### config.mk
export PLATFORM = sky130hd
export DESIGN_NAME = output_port_scheduler
export DESIGN_NICKNAME = d
export VERILOG_FILES = /design/src/rtl/ops_pkg.sv /design/src/rtl/rr_pick4.sv /design/src/rtl/output_port_scheduler.sv
export SDC_FILE = /design/constraint.sdc
export NUM_CORES = 1
export LEC_CHECK = 0
export CAP_MARGIN = 20
export CORE_AREA = 2 2 132 134
export DETAILED_ROUTE_END_ITERATION = 16
export DIE_AREA = 0 0 134 136
export PLACE_DENSITY = 0.73
export RECOVER_POWER = 50
export SETUP_SLACK_MARGIN = 0.15
export SLEW_MARGIN = 40
export SYNTH_ARGS = -nofsm -noshare
export SYNTH_HDL_FRONTEND = slang
export SYNTH_SLANG_ARGS = --single-unit
### constraint.sdc
create_clock -name clk -period 6.15 [get_ports clk]
set_input_delay 1.845 -clock clk [delete_from_list [all_inputs] [get_ports clk]]
set_output_delay 1.845 -clock clk [all_outputs]
set_load 0.005 [all_outputs]
### src/rtl/ops_pkg.sv
// Shared types and helpers for the output port scheduler and other
// 4-way schedulers.
package ops_pkg;

    localparam int NUM_REQ = 4;

    typedef logic [1:0] src_id_t;

    typedef enum logic {
        IDLE,
        LOCKED
    } state_t;

    function automatic int credit_w(input int credits);
        return $clog2(credits + 1);
    endfunction

    function automatic src_id_t oh2idx(input logic [NUM_REQ-1:0] oh);
        src_id_t idx;
        idx = '0;
        for (int i = 0; i < NUM_REQ; i++) begin
            if (oh[i]) idx = src_id_t'(i);
        end
        return idx;
    endfunction

endpackage

### src/rtl/rr_pick4.sv
// Combinational rotate-priority picker: the first requester at or after
// ptr (mod 4) wins.
module rr_pick4
    import ops_pkg::*;
(
    input  logic [NUM_REQ-1:0] req,
    input  src_id_t            ptr,
    output logic [NUM_REQ-1:0] gnt,
    output logic               any
);

    src_id_t idx;

    // Walk from lowest to highest priority so the highest one lands last.
    always_comb begin
        gnt = '0;
        idx = '0;
        any = |req;
        for (int k = NUM_REQ - 1; k >= 0; k--) begin
            idx = ptr + src_id_t'(k);
            if (req[idx]) gnt = 4'b0001 << idx;
        end
    end

endmodule

### src/rtl/output_port_scheduler.sv
// Packet-level round-robin, credit-gated output port scheduler.
// Define OPS_STATS_EN to add per-input saturating packet counters (pkt_cnt).
module output_port_scheduler
    import ops_pkg::*;
#(
    parameter int DATA_W  = 64,
    parameter int CREDITS = 4
`ifdef OPS_STATS_EN
    ,
    parameter int CNT_W   = 16
`endif
) (
    input  logic                      clk,
    input  logic                      rst,
    input  logic [NUM_REQ-1:0]        req_valid,
    input  logic [NUM_REQ*DATA_W-1:0] req_data,
    input  logic [NUM_REQ-1:0]        req_last,
    output logic [NUM_REQ-1:0]        req_ready,
    input  logic                      credit_return,
    output logic                      out_valid,
    output logic [DATA_W-1:0]         out_data,
    output logic                      out_last,
    output src_id_t                   out_src,
`ifdef OPS_STATS_EN
    output logic [NUM_REQ*CNT_W-1:0]  pkt_cnt,
`endif
    output logic                      err_credit_ovf
);

    localparam int CW = credit_w(CREDITS);

    state_t             state, state_nxt;
    src_id_t            ptr, ptr_nxt;
    src_id_t            lock, lock_nxt;
    logic [CW-1:0]      credit_cnt;
    logic [NUM_REQ-1:0] gnt, ready;
    logic               any, has_cr, accept;
    src_id_t            sel;

    rr_pick4 u_pick (
        .req (req_valid),
        .ptr (ptr),
        .gnt (gnt),
        .any (any)
    );

    assign has_cr = credit_cnt != '0;

    always_comb begin
        ready     = '0;
        state_nxt = state;
        ptr_nxt   = ptr;
        lock_nxt  = lock;
        unique case (state)
            IDLE: begin
                if (any && has_cr) begin
                    ready = gnt;
                    if (|(req_last & gnt)) begin
                        ptr_nxt = oh2idx(gnt) + 2'd1;
                    end else begin
                        lock_nxt  = oh2idx(gnt);
                        state_nxt = LOCKED;
                    end
                end
            end
            LOCKED: begin
                if (req_valid[lock] && has_cr) begin
                    ready[lock] = 1'b1;
                    if (req_last[lock]) begin
                        ptr_nxt   = lock + 2'd1;
                        state_nxt = IDLE;
                    end
                end
            end
        endcase
    end

    assign req_ready = rst ? ready : '0;
    assign accept    = |(req_valid & req_ready);
    assign sel       = oh2idx(req_ready);

    always_ff @(posedge clk or negedge rst) begin
        if (!rst) begin
            state          <= IDLE;
            ptr            <= '0;
            lock           <= '0;
            credit_cnt     <= CW'(CREDITS);
            out_valid      <= 1'b0;
            out_data       <= '0;
            out_last       <= 1'b0;
            out_src        <= '0;
            err_credit_ovf <= 1'b0;
        end else begin
            state     <= state_nxt;
            ptr       <= ptr_nxt;
            lock      <= lock_nxt;
            out_valid <= accept;
            if (accept) begin
                out_data <= req_data[sel*DATA_W +: DATA_W];
                out_last <= req_last[sel];
                out_src  <= sel;
            end
            case ({accept, credit_return})
                2'b10: credit_cnt <= credit_cnt - 1'b1;
                2'b01: begin
                    if (credit_cnt == CW'(CREDITS)) err_credit_ovf <= 1'b1;
                    else credit_cnt <= credit_cnt + 1'b1;
                end
                default: ;
            endcase
        end
    end

`ifdef OPS_STATS_EN
    logic [CNT_W-1:0] cnt [NUM_REQ];

    always_ff @(posedge clk or negedge rst) begin
        if (!rst) begin
            for (int i = 0; i < NUM_REQ; i++) cnt[i] <= '0;
        end else begin
            for (int i = 0; i < NUM_REQ; i++) begin
                if (req_ready[i] && req_valid[i] && req_last[i] && cnt[i] != '1)
                    cnt[i] <= cnt[i] + 1'b1;
            end
        end
    end

    for (genvar g = 0; g < NUM_REQ; g++) begin : g_cnt
        assign pkt_cnt[g*CNT_W +: CNT_W] = cnt[g];
    end
`endif

endmodule

**Word level (Yosys, flattened, before mapping)**

Cells that the tools add are included.

- Equality and inequality tests: 8
- Muxes and demuxes: 45
- Reduce and logical (&&, ||, !) cells: 12
- Magnitude comparators: 7
- Bitwise logic cells: 4
- $mul: 0
- Shifts and indexed selects: 5
- Divide/modulo/power cells: 0
- $add $sub $neg: 7

Operators by type and width:

| kind | count |
|---|---|
| $shiftx A256 B9 Y64 | 1 |
| $mux W4 | 7 |
| $mux W2 | 11 |
| $lt A2 B3 Y1 const B | 6 |
| $shl A1 B2 Y4 const A | 4 |
| $bmux W1 S2 | 7 |
| $mux W1 | 14 |
| $reduce_or A4 Y1 | 3 |
| $and A4 B4 Y4 | 2 |
| $pmux W4 S2 | 1 |
| $add A2 B1 Y2 const B | 3 |
| $ne A2 B2 Y1 const B | 3 |
| $pmux W3 S2 | 1 |
| $add A2 B2 Y2 const B | 2 |
| $ne A2 B1 Y1 const B | 2 |
| $pmux W2 S2 | 1 |
| $reduce_and A2 Y1 | 2 |
| $reduce_and A4 Y1 | 1 |
| $add A3 B1 Y3 const B | 1 |
| $eq A3 B3 Y1 const B | 1 |
| $logic_and A1 B1 Y1 | 3 |
| $mux W3 | 1 |
| $reduce_and A3 Y1 | 1 |
| $reduce_bool A3 Y1 | 1 |
| 8 further kinds | 9 |

- Bits in registers: 77
- Logic and storage cells: 97
- Memories kept: 0
- ROM bits: 0
- Input port bits: 267
- Bits in latches: 0
- Output and inout bits: 73
- Memory bits (writable): 0

**Logic depth before layout (Yosys ltp)**

Gate-level depths: netlist of the first run.

- Depth after elaboration: 17
- Depth in mapped cells: 16
- Gate-level depth less buffers: 13

**Hierarchy**

Synthesis of the first run repeated with hierarchy kept, for this count alone.

- Cells, all modules: 656
- Area total of the unflattened synthesis: 6,224.7 µm²

Modules (own cells, without submodules):

| module | instances | cells each | area an instance (µm²) |
|---|---|---|---|
| output_port_scheduler | 1 | 608 | 5,803.1 |
| rr_pick4 | 1 | 48 | 421.7 |

**Least setup slack after synthesis of the first run**

OpenSTA, ideal clock, no wires.

- Path kind: input to output
- Start point: in req_valid[3]
- End point: out req_ready[2]
- Required time: 4,305 ps
- Cell stages on the path: 8
- Path slack: 465 ps
- Arrival time: 3,840 ps
- Path buffers: 3
- Cell sequence: clkbuf_1 mux4_2 a2111oi_2 o31ai_1 a21oi_1 buf_4 buf_2 inv_1

- Longest elaborated chain between the ends: 9
- Elaborated cells on any way between the ends: 21
- Classes of those cells: mux: 18; reduce/logical: 3

Ends and longest elaborated chain:

| what | RTL line | source |
|---|---|---|
| start: declaration | output_port_scheduler.sv:15 | `input logic [NUM_REQ-1:0] req_valid,` |
| $bmux W1 S2 | rr_pick4.sv:21 | `if (req[idx]) gnt = 4'b0001 << idx;` |
| $mux W1 (not written as such) | rr_pick4.sv:21 |  |
| $mux W4 (4 in a row) | rr_pick4.sv:21 |  |
| $mux W4 | output_port_scheduler.sv:56 | `if (any && has_cr) begin` |
| $pmux W4 S2 * | output_port_scheduler.sv:54 | `unique case (state)` |
| $mux W4 * | output_port_scheduler.sv:78 | `assign req_ready = rst ? ready : '0;` |
| end: declaration | output_port_scheduler.sv:18 | `output logic [NUM_REQ-1:0] req_ready,` |

Mark *: on every way between the ends. The rest lies on a longest branch, timed or not. The select of a mux whose other input is x is not followed.

**Worst setup path in the final report of the first run**

- Start point: in req_valid[2]
- End point: out req_ready[3]

The elaborated chain is that of the path after synthesis.

==> flow_summary_export.csv, run 1 <==
group,metric,value,unit
global_route,grt_max_degree,78,
floorplan,dieArea,0.0182,sq mm
logic_synthesis,synth_edf_count,0,
sta,setup_ws,0.226,ns
cells_and_area,antennaDiodeCount,0,
floorplan,die-height,136,microns
sta,whs,0.483,ns
logic_synthesis,synth_ff_type,"dfrtp_1",
cells_and_area,area_growth,69.7,%
critical_path,rr_worst_depth,13,
route,vias,6218,
worst_hold_path,min_path_type,"reg2reg",
cells_and_area,final_cell_mix,"296 x clkdlybuf4s50_1, 147 x nand2_1, 80 x nor2_1, 76 x dfrtp_1, 71 x mux2i_1",
clock_tree,ctsHoldBuffers,0,
clock_tree,cts.sinks,77,
worst_hold_path,holdPathStages,1,
sta,rsz0062_at_grt,"false",
route,dr.pass1.iters,6,
logic_synthesis,synth_area_leaders,"dfrtp_1 34%, mux2i_1 13%, nand2_1 9.9%",
clock_tree,clockBufferDepth,2,
route,viasPerCell,5.06,
critical_path,required,4.30,ns
logic_synthesis,syn_avg_cell_area,8.31,sq um
clock_tree,path_clk_slew,0.06,ns
placement,dp_hpwl,16300,microns
route,post_drt_wl_per_cell,17.6,microns
power,p_leak,3.71,nW
logic_synthesis,synth.cell_area,0.00562,sq mm
power,vdd_drop_max,251,uV
power,p_per_area,467,mW/mm^2
status,status,"completed",
clock_tree,numCtsBuffers,9,
sta,tightest_slew,1.41,ns
cells_and_area,drive_above_1_share,6.88,%
placement,numPortBuffers,339,
logic_synthesis,synthesis.nets,952,
global_route,grt-ovfl-total,0,
logic_synthesis,synth-seq-cells,77,
power,swShare,42.8,%
critical_path,path_max_fanout,5,
route,drc_errors,0,
sta,fmax,169,MHz
global_route,grt_pass1_wl,32700,microns
floorplan,io_pins,340,
cells_and_area,stdcell_area,0.00953,sq mm
floorplan,fp.coreArea,0.0169,sq mm
logic_synthesis,synth_top_cell_area_share,33.9,%
sta,fin_crit_sh,96.3,%
sta,hold_viol,0,
logic_synthesis,ys_warn_count,0,
placement,place_area,0.00918,sq mm
power,pwr-share-comb,65.9,%
route,drtIter0Drc,372,
cells_and_area,layout_commonest_cell,"clkdlybuf4s50_1",
global_route,grt_pass1_vias,5921,
clock_tree,cts_htree_levels,3,
critical_path,worstSetupStartpointType,"input port",
power,switchingPower,1.91,mW
sta,clock_skew,0.00736,ns
logic_synthesis,yosysSeqAreaShare,34.3,%
power,power.share.sequential,21.7,%
global_route,antenna_found_initial,0,
power,intPower,2.55,mW
critical_path,cp.arrival,4.08,ns
sta,slew_headroom,6.07,%
floorplan,num_rows,48,
clock_tree,cts_root_buf,"clkbuf_16",
logic_synthesis,synthesis.instances,676,
sta,finalSetupViolations,0,
floorplan,initial_core_util,33.3,%
placement,dp_slack,-0.105,ns
clock_tree,cts_tree,"built",
critical_path,critical_path_class,"in2out",
global_route,track_usage,23.0,%
run,timing.max_cap.violations,0,
placement,gp_congestion,0.872,
logic_synthesis,async_reset_ff_share,100,%
clock_tree,clock_latency,0.34,ns
cells_and_area,layout.nets,1275,
logic_synthesis,yosysUniqueCellTypes,53,
power,clkPwrFrac,12.4,%
power,power,4.45,mW
floorplan,die_w,134,microns
logic_synthesis,yosys.area.top_type,"dfrtp_1",
sta,slew_violations,0,
critical_path,endpoint_kind,"output port",
sta,timing.final.crit_period,5.92,ns
route,wirelength,21600,microns
route,drtAntennaViolNets,0,
==> power by group through the flow <==
stage	logic, mW	clock network [mW]	registers [mW]
floorplan	1.88	0	0.948
global placement	2.93	0	0.969
detailed placement	2.95	0	0.979
finish	2.94	0.552	0.964
global route	3.24	0.588	1.00
CTS	3.00	0.570	0.970
==> worst paths after layout <==
kind | startpoint | endpoint | slack (ns)
worst max register to register | ptr[1] | out_data[50] | 1.45
worst max-delay path | req_valid[2] | req_ready[3] | 0.23
max in group asynchronous | rst | out_data[49] | 2.09
min in group asynchronous | rst | out_data[39] | 2.04
worst min register to register | err_credit_ovf | err_credit_ovf | 0.48
worst min-delay path | err_credit_ovf | err_credit_ovf | 0.48
==> through the flow <==
step	util [%]	std cells	TNS, ns
after global routing	56.5	1228	0
after global placement	54.4	1210	-0.147
after floorplan	-	676	0
final	56.5	1228	0
after CTS	56.4	1227	0
after detailed placement	54.4	1210	-0.173
==> final cells by class <==
class / instances / area, sq um
Timing Repair Buffer: 374 / 3640
Clock buffer: 11 / 253
Tap cell: 225 / 282
Sequential cell: 77 / 1930
Inverter: 12 / 45.0
Multi-Input combinational cell: 525 / 3320
Fill cell: 1545 / 7350
Clock inverter: 4 / 56.3
==> sequential cells by signal, summed over array words and instances, names as in the netlist <==
register	count
credit_cnt	3
err_credit_ovf	1
lock	2
out_data	64
out_last	1
out_src	2
out_valid	1
ptr	2
state	1
==> metal layers <==
metal	vias to the layer above	global-route usage (%)	share of wire, %	wire [microns]
met5	-	0	0	0
met4	0	8.57	3.3	718
met3	46	6.08	7.5	1610
met2	253	38.7	50	10700
met1	2816	28.3	40	8550
li1	3103	-	-	-
==> Yosys cell counts, drive strengths merged, types with 4 or more instances <==
library cell and instances:
nand2 148, a21o 4, inv 12, nor2 80, a21oi 7, nor2b 4, dfrtp 76, buf 38
o211ai 67, ha 8, clkbuf 24, a31oi 69, mux4 4, mux2i 71, o22ai 4, o21ai 5
nand3 8
==> cell families after synthesis <==
| logic type | synth area share [%] |
|---|---|
| compound gates | 22.3 |
| xor+xnor | 0.312 |
| buf+inv | 7.44 |
| fa+ha+maj | 2.14 |
| simple gates | 18.6 |
| mux | 14.9 |
| flops | 34.3 |
==> timing repair <==
| action | in CTS | in global routing |
|---|---|---|
| setup buffers | 2 | 1 |
| cloned | 0 | 0 |
| pin swaps | 3 | 3 |
| endpoints found under the setup margin | 4 | 2 |
| gates resized for setup | 8 | 3 |
==> critical path, stage by stage <==
cell             delay [ns]
dlygate4sd2_1          0.27
mux4_2                 0.53
buf_4                  0.17
nor2b_1                0.13
o31a_1                 0.33
o22ai_2                0.16
nand2_2                0.08
inv_2                  0.06
clkdlybuf4s50_1        0.50
Power figures use the tool's default switching activity.
==> run 2, diff against run 1 <==
PLACE_DENSITY = 0.77   (was 0.73)
SYNTH_HIERARCHICAL = 1   (was unset)
==> run 2 against run 1 <==
  * The flow now finishes with violations (capacitance limit, slew limit)
  * First-iteration DRC count shrank 27%
  * Die area is the same
  * Sequential power is essentially flat
  * Largest cell class is now multi-input gates
  * Highest routed layer unchanged
==> flow_summary_export.csv, run 2 <==
group,metric,value,unit
route,viasPerCell,5.78,
route,dr.pass1.iters,4,
route,post_drt_wl_per_cell,20.4,microns
cells_and_area,layout.nets,1240,
cells_and_area,area_growth,60.5,%
power,power.share.sequential,20.0,%
logic_synthesis,synth.mux.area_fraction,3.68,%
clock_tree,cts_root_buf,"clkbuf_16",
logic_synthesis,synth_top_family_by_area,"compound AO/OA/AOI/OAI gates",
route,wirelength,24400,microns
critical_path,path_max_fanout,4,
clock_tree,cts.sinks,77,
global_route,gr-usage-met1,31.8,%
critical_path,crit_start,"req_valid[2]",
sta,slew_headroom,-23.7,%
power,p_per_area,481,mW/mm^2
power,pwr-share-comb,69.0,%
sta,timing.final.crit_period,5.83,ns
run,timing.max_cap.violations,1,
cells_and_area,antennaDiodeCount,0,
status,violations,"capacitance limit, slew limit",
cells_and_area,nFillCells,1515,
sta,tightest_slew,1.86,ns
placement,dp_slack,0.103,ns
logic_synthesis,synth_edf_count,0,
floorplan,fp.coreArea,0.0169,sq mm
route,drtAntennaViolNets,0,
global_route,track_usage,26.0,%
clock_tree,clockBufferDepth,2,
critical_path,critical_path_class,"in2out",
cells_and_area,multi_input_area,0.00376,sq mm
clock_tree,ctsHoldBuffers,0,
power,power,4.81,mW
logic_synthesis,synth_common_cells,"76 x dfrtp_1, 70 x nand3_1, 49 x o21ai_0",
critical_path,worstReg2RegEnd,"out_data[3]",
clock_tree,cts_htree_levels,3,
clock_tree,clock_latency,0.34,ns
logic_synthesis,ys_warn_count,6,
floorplan,die-height,136,microns
global_route,grt_max_degree,68,
global_route,globalRouteMet2Util,44.0,%
global_route,grt-ovfl-total,0,
cells_and_area,reg.largest.list,"out_data x64, credit_cnt x3",
critical_path,rr_worst_depth,18,
global_route,grt_pass1_wl,37300,microns
placement,place_area,0.00968,sq mm
logic_synthesis,synth_area_leaders,"dfrtp_1 31%, a311oi_2 11%, o22a_1 6.3%",
power,p_leak,3.65,nW
logic_synthesis,synth_most_common_cell,"dfrtp_1",
logic_synthesis,syn_avg_cell_area,9.49,sq um
route,vias,6899,
cells_and_area,finalNonFillerCells,1194,
logic_synthesis,synth_top_cell_area_share,30.6,%
route,drtIter0Drc,272,
clock_tree,cts_tree,"built",
sta,whs,0.500,ns
cells_and_area,largest-register,"out_data",
power,intPower,2.71,mW
sta,fin_tns_setup,0,ns
logic_synthesis,yosysUniqueCellTypes,58,
logic_synthesis,synthesis.nets,932,
clock_tree,numCtsBuffers,9,
floorplan,die_w,134,microns
logic_synthesis,synth_compound_area_share,38.8,%
floorplan,initial_core_util,36.9,%
cells_and_area,utilization,59.2,%
floorplan,io_pins,340,
logic_synthesis,synth.cell_area,0.00622,sq mm
global_route,antenna_found_initial,0,
sta,setup_ws,0.316,ns
logic_synthesis,synth-seq-cells,77,
critical_path,endpoint_kind,"output port",
power,clkPwrFrac,11.0,%
placement,numPortBuffers,339,
logic_synthesis,yosysSeqAreaShare,31.0,%
critical_path,reg2reg_setup_slack,1.97,ns
logic_synthesis,async_reset_ff_share,100,%
floorplan,dieArea,0.0182,sq mm
cells_and_area,seq_area,0.00193,sq mm
power,switchingPower,2.10,mW
cells_and_area,largest_register_ffs,64,
critical_path,required,4.30,ns
sta,fin_crit_sh,94.9,%
route,drc_errors,0,
sta,rsz0062_at_grt,"false",
sta,clock_skew,0.00877,ns
worst_hold_path,hold_start,"out_data[38]",
sta,fmax,171,MHz
logic_synthesis,synth-simple-area-share,15.4,%
critical_path,cp.arrival,3.99,ns
sta,hold_viol,0,
clock_tree,path_clk_slew,0.06,ns
logic_synthesis,synth_ff_type,"dfrtp_1",
critical_path,r2r_start,"ptr[1]",
global_route,met3_usage,7.53,%
logic_synthesis,yosys.area.top_type,"dfrtp_1",
placement,dp_hpwl,17400,microns
cells_and_area,drive_above_1_share,14.1,%
placement,dp_cells,1174,
floorplan,num_rows,48,
logic_synthesis,synth-xor-area-share,0.141,%
cells_and_area,layout_commonest_cell,"clkdlybuf4s50_1",
cells_and_area,final_cell_mix,"298 x clkdlybuf4s50_1, 76 x dfrtp_1, 70 x nand3_1, 49 x o21ai_0",
logic_synthesis,synth_fa_ha_area_share,1.93,%
power,swShare,43.7,%
critical_path,worstSetupStartpointType,"input port",
power,vdd_drop_max,312,uV
worst_hold_path,min_path_type,"reg2reg",
worst_hold_path,holdPathStages,1,
sta,slew_violations,33,
logic_synthesis,synthesis.instances,656,
sta,finalSetupViolations,0,
global_route,grt_pass1_vias,6710,
global_route,grt.busiest_layer,"met2",
status,status,"complete, but fails checks",
cells_and_area,stdcell_area,0.00999,sq mm
worst_hold_path,holdPathEnd,"out_data[38]",
placement,gp_congestion,0.816,
run 2: cell type report:
type	instances	share of cell area (%)
Timing Repair Buffer	376	36.7
Multi-Input combinational cell	487	37.7
Clock inverter	6	0.639
Tap cell	225	2.82
Clock buffer	10	2.29
Inverter	13	0.539
Sequential cell	77	19.3
run 2: worst max-delay path: stages:
cell and delay (ns):
dlygate4sd2_1 0.26, mux4_2 0.52, nand2b_1 0.14, o22ai_1 0.10, a31oi_1 0.21, inv_1 0.09, o32a_2 0.23, nor2_4 0.10
clkdlybuf4s50_1 0.50
run 2: worst max path at each step:
stage	cells past startpoint	to	slack [ns]
2_1_floorplan	9	req_ready[2]	0.73
3_3_place_gp	9	req_ready[1]	0.09
3_5_place_dp	9	req_ready[2]	0.10
4_1_cts	8	req_ready[2]	0.32
5_1_grt	9	req_ready[1]	0.23
6_report	9	req_ready[1]	0.32
run 2: kinds of logic after synthesis:
group,Yosys count
xor gates and xnor gates,1
buffers and inverters,92
muxes,15
adders and majority gates,9
and+or+nand+nor,201
AOI/OAI and AO/OA,261
DFF,77
run 2: metal layers:
| metal | up-vias | wire, microns |
|---|---|---|
| li1 | 3193 | - |
| met1 | 3355 | 9780 |
| met2 | 318 | 11900 |
| met3 | 33 | 2170 |
| met4 | 0 | 547 |
| met5 | - | 0 |
run 2: repair_timing:
item / in CTS / in global routing
resized for setup: 5 / 0
setup endpoints to repair: 2 / 0
setup buffers: 4 / 0
run 2: power groups by stage:
stage | logic, mW | registers (mW) | clock network [mW]
finish | 3.32 | 0.962 | 0.530
global route | 3.59 | 0.995 | 0.561
CTS | 3.38 | 0.967 | 0.544
detailed placement | 3.33 | 0.974 | 0
global placement | 3.30 | 0.967 | 0
floorplan | 2.20 | 0.933 | 0
==> run 3, diff against run 2 <==
PLACE_DENSITY = 0.79   (was 0.77)
REMOVE_ABC_BUFFERS = 1   (was unset)
==> run 3 against run 2 <==
  * The flow still finishes with violations (capacitance limit, slew limit)
  * Clock power up 13%
  * Utilization rose by 0.39 points
  * Clock skew decreased by 0.0055 ns
  * Non-clock buffer count increased by 1
  * Combinational power about the same
  * Critical path depth did not move
  * Register-to-register slack better by 0.15 ns
  * Largest cell class unchanged
  * Sequential power is 2% higher
  * Sequential share of layout area down 0.12 points
==> flow_summary_export.csv, run 3 (synthesis results as in run 2) <==
group,metric,value,unit
sta,clock_skew,0.00326,ns
cells_and_area,nFillCells,1491,
global_route,track_usage,26.5,%
cells_and_area,largest-register,"out_data",
floorplan,dieArea,0.0182,sq mm
cells_and_area,finalNonFillerCells,1195,
critical_path,endpoint_kind,"output port",
power,switchingPower,2.13,mW
cells_and_area,multi_input_area,0.00378,sq mm
placement,dp_cells,1176,
critical_path,rr_worst_depth,14,
clock_tree,path_clk_slew,0.06,ns
placement,numPortBuffers,339,
clock_tree,clock_latency,0.34,ns
cells_and_area,utilization,59.6,%
power,clkPwrFrac,12.2,%
critical_path,cp.arrival,4.04,ns
cells_and_area,layout.nets,1241,
clock_tree,cts_tree,"built",
power,power,4.89,mW
clock_tree,cts.sinks,77,
cells_and_area,stdcell_area,0.0101,sq mm
route,post_drt_wl_per_cell,20.8,microns
global_route,grt_max_degree,67,
floorplan,initial_core_util,36.9,%
clock_tree,clockBufferDepth,2,
critical_path,path_max_fanout,5,
route,drtIter0Drc,271,
sta,rsz0062_at_grt,"false",
global_route,grt_pass1_wl,37800,microns
cells_and_area,drive_above_1_share,14.1,%
power,power.share.sequential,20.0,%
power,intPower,2.76,mW
status,violations,"capacitance limit, slew limit",
cells_and_area,largest_register_ffs,64,
cells_and_area,seq_area,0.00193,sq mm
sta,finalSetupViolations,0,
power,vdd_drop_max,234,uV
clock_tree,numCtsBuffers,9,
floorplan,die-height,136,microns
sta,slew_violations,40,
floorplan,io_pins,340,
global_route,grt_pass1_vias,6946,
sta,fin_crit_sh,95.8,%
clock_tree,cts_root_buf,"clkbuf_16",
critical_path,crit_path_end,"req_ready[2]",
status,status,"complete, but fails checks",
cells_and_area,reg.largest.list,"out_data x64, credit_cnt x3",
sta,fin_tns_setup,0,ns
clock_tree,cts_htree_levels,3,
sta,timing.final.crit_period,5.89,ns
sta,fmax,170,MHz
critical_path,critical_path_class,"in2out",
route,wirelength,24800,microns
route,drc_errors,0,
sta,hold_viol,0,
route,dr.pass1.iters,5,
worst_hold_path,min_path_type,"reg2reg",
route,vias,6934,
floorplan,fp.coreArea,0.0169,sq mm
power,p_per_area,487,mW/mm^2
floorplan,die_w,134,microns
placement,gp_congestion,0.934,
critical_path,worstSetupStartpointType,"input port",
power,pwr-share-comb,67.7,%
route,drtAntennaViolNets,0,
cells_and_area,area_growth,61.5,%
global_route,antenna_found_initial,1,
sta,slew_headroom,-52.5,%
critical_path,required,4.30,ns
placement,dp_hpwl,17900,microns
global_route,grt-ovfl-total,0,
placement,dp_slack,-0.0388,ns
sta,setup_ws,0.261,ns
cells_and_area,final_cell_mix,"296 x clkdlybuf4s50_1, 76 x dfrtp_1, 70 x nand3_1, 49 x o21ai_0",
critical_path,reg2reg_setup_slack,2.12,ns
power,p_leak,3.68,nW
power,swShare,43.6,%
cells_and_area,antennaDiodeCount,0,
critical_path,worstReg2RegEnd,"out_data[51]",
route,viasPerCell,5.80,
sta,tightest_slew,2.29,ns
critical_path,crit_start,"req_valid[3]",
critical_path,r2r_start,"ptr[0]",
sta,whs,0.469,ns
floorplan,num_rows,48,
run,timing.max_cap.violations,1,
cells_and_area,layout_commonest_cell,"clkdlybuf4s50_1",
placement,place_area,0.00970,sq mm
-- run 3: power groups by stage --
stage                     clock, mW  sequential (mW)  combinational (mW)
final                         0.599            0.981                3.31
after global routing          0.632             1.02                3.57
after CTS                     0.614            0.987                3.37
after detailed placement          0            0.995                3.32
after global placement            0            0.988                3.28
after floorplan                   0            0.976                1.89
-- run 3: cell type report --
cell class,count,area share (%)
multi-input cells,487,37.6
inverters,13,0.535
flip-flops and latches,77,19.2
clock buffers,11,2.41
clock inverters,5,0.834
well taps,225,2.80
repair buffers,377,36.7
-- run 3: worst min path at each step --
stage / startpoint / to / slack, ns / cells past startpoint
floorplan: err_credit_ovf / err_credit_ovf / 0.46 / 1
global placement: err_credit_ovf / err_credit_ovf / 0.46 / 1
detailed placement: err_credit_ovf / err_credit_ovf / 0.46 / 1
CTS: err_credit_ovf / err_credit_ovf / 0.48 / 1
global route: err_credit_ovf / err_credit_ovf / 0.51 / 1
finish: err_credit_ovf / err_credit_ovf / 0.47 / 1
-- run 3: metal layers --
layer	track usage [%]	wire [microns]	vias up
met5	0	16	-
met4	11.1	925	2
met3	7.42	2020	57
met2	46.2	12000	311
met1	30.6	9820	3378
li1	-	-	3186
-- run 3: timing repair --
| action | 4_1_cts | 5_1_grt |
|---|---|---|
| hold endpoints to repair | 0 | 0 |
| gates resized for setup | 9 | 0 |
| endpoints found under the setup margin | 4 | 0 |
| hold buffers | 0 | 0 |
| setup buffers | 3 | 0 |
-- run 3: worst max-delay path, cell delays in order --
cell and delay, ns:
dlygate4sd2_1 0.29, mux4_2 0.52, buf_4 0.17, a211oi_4 0.24, o31ai_4 0.11, a32oi_4 0.19
nand2b_2 0.18, inv_2 0.04, clkdlybuf4s50_1 0.47
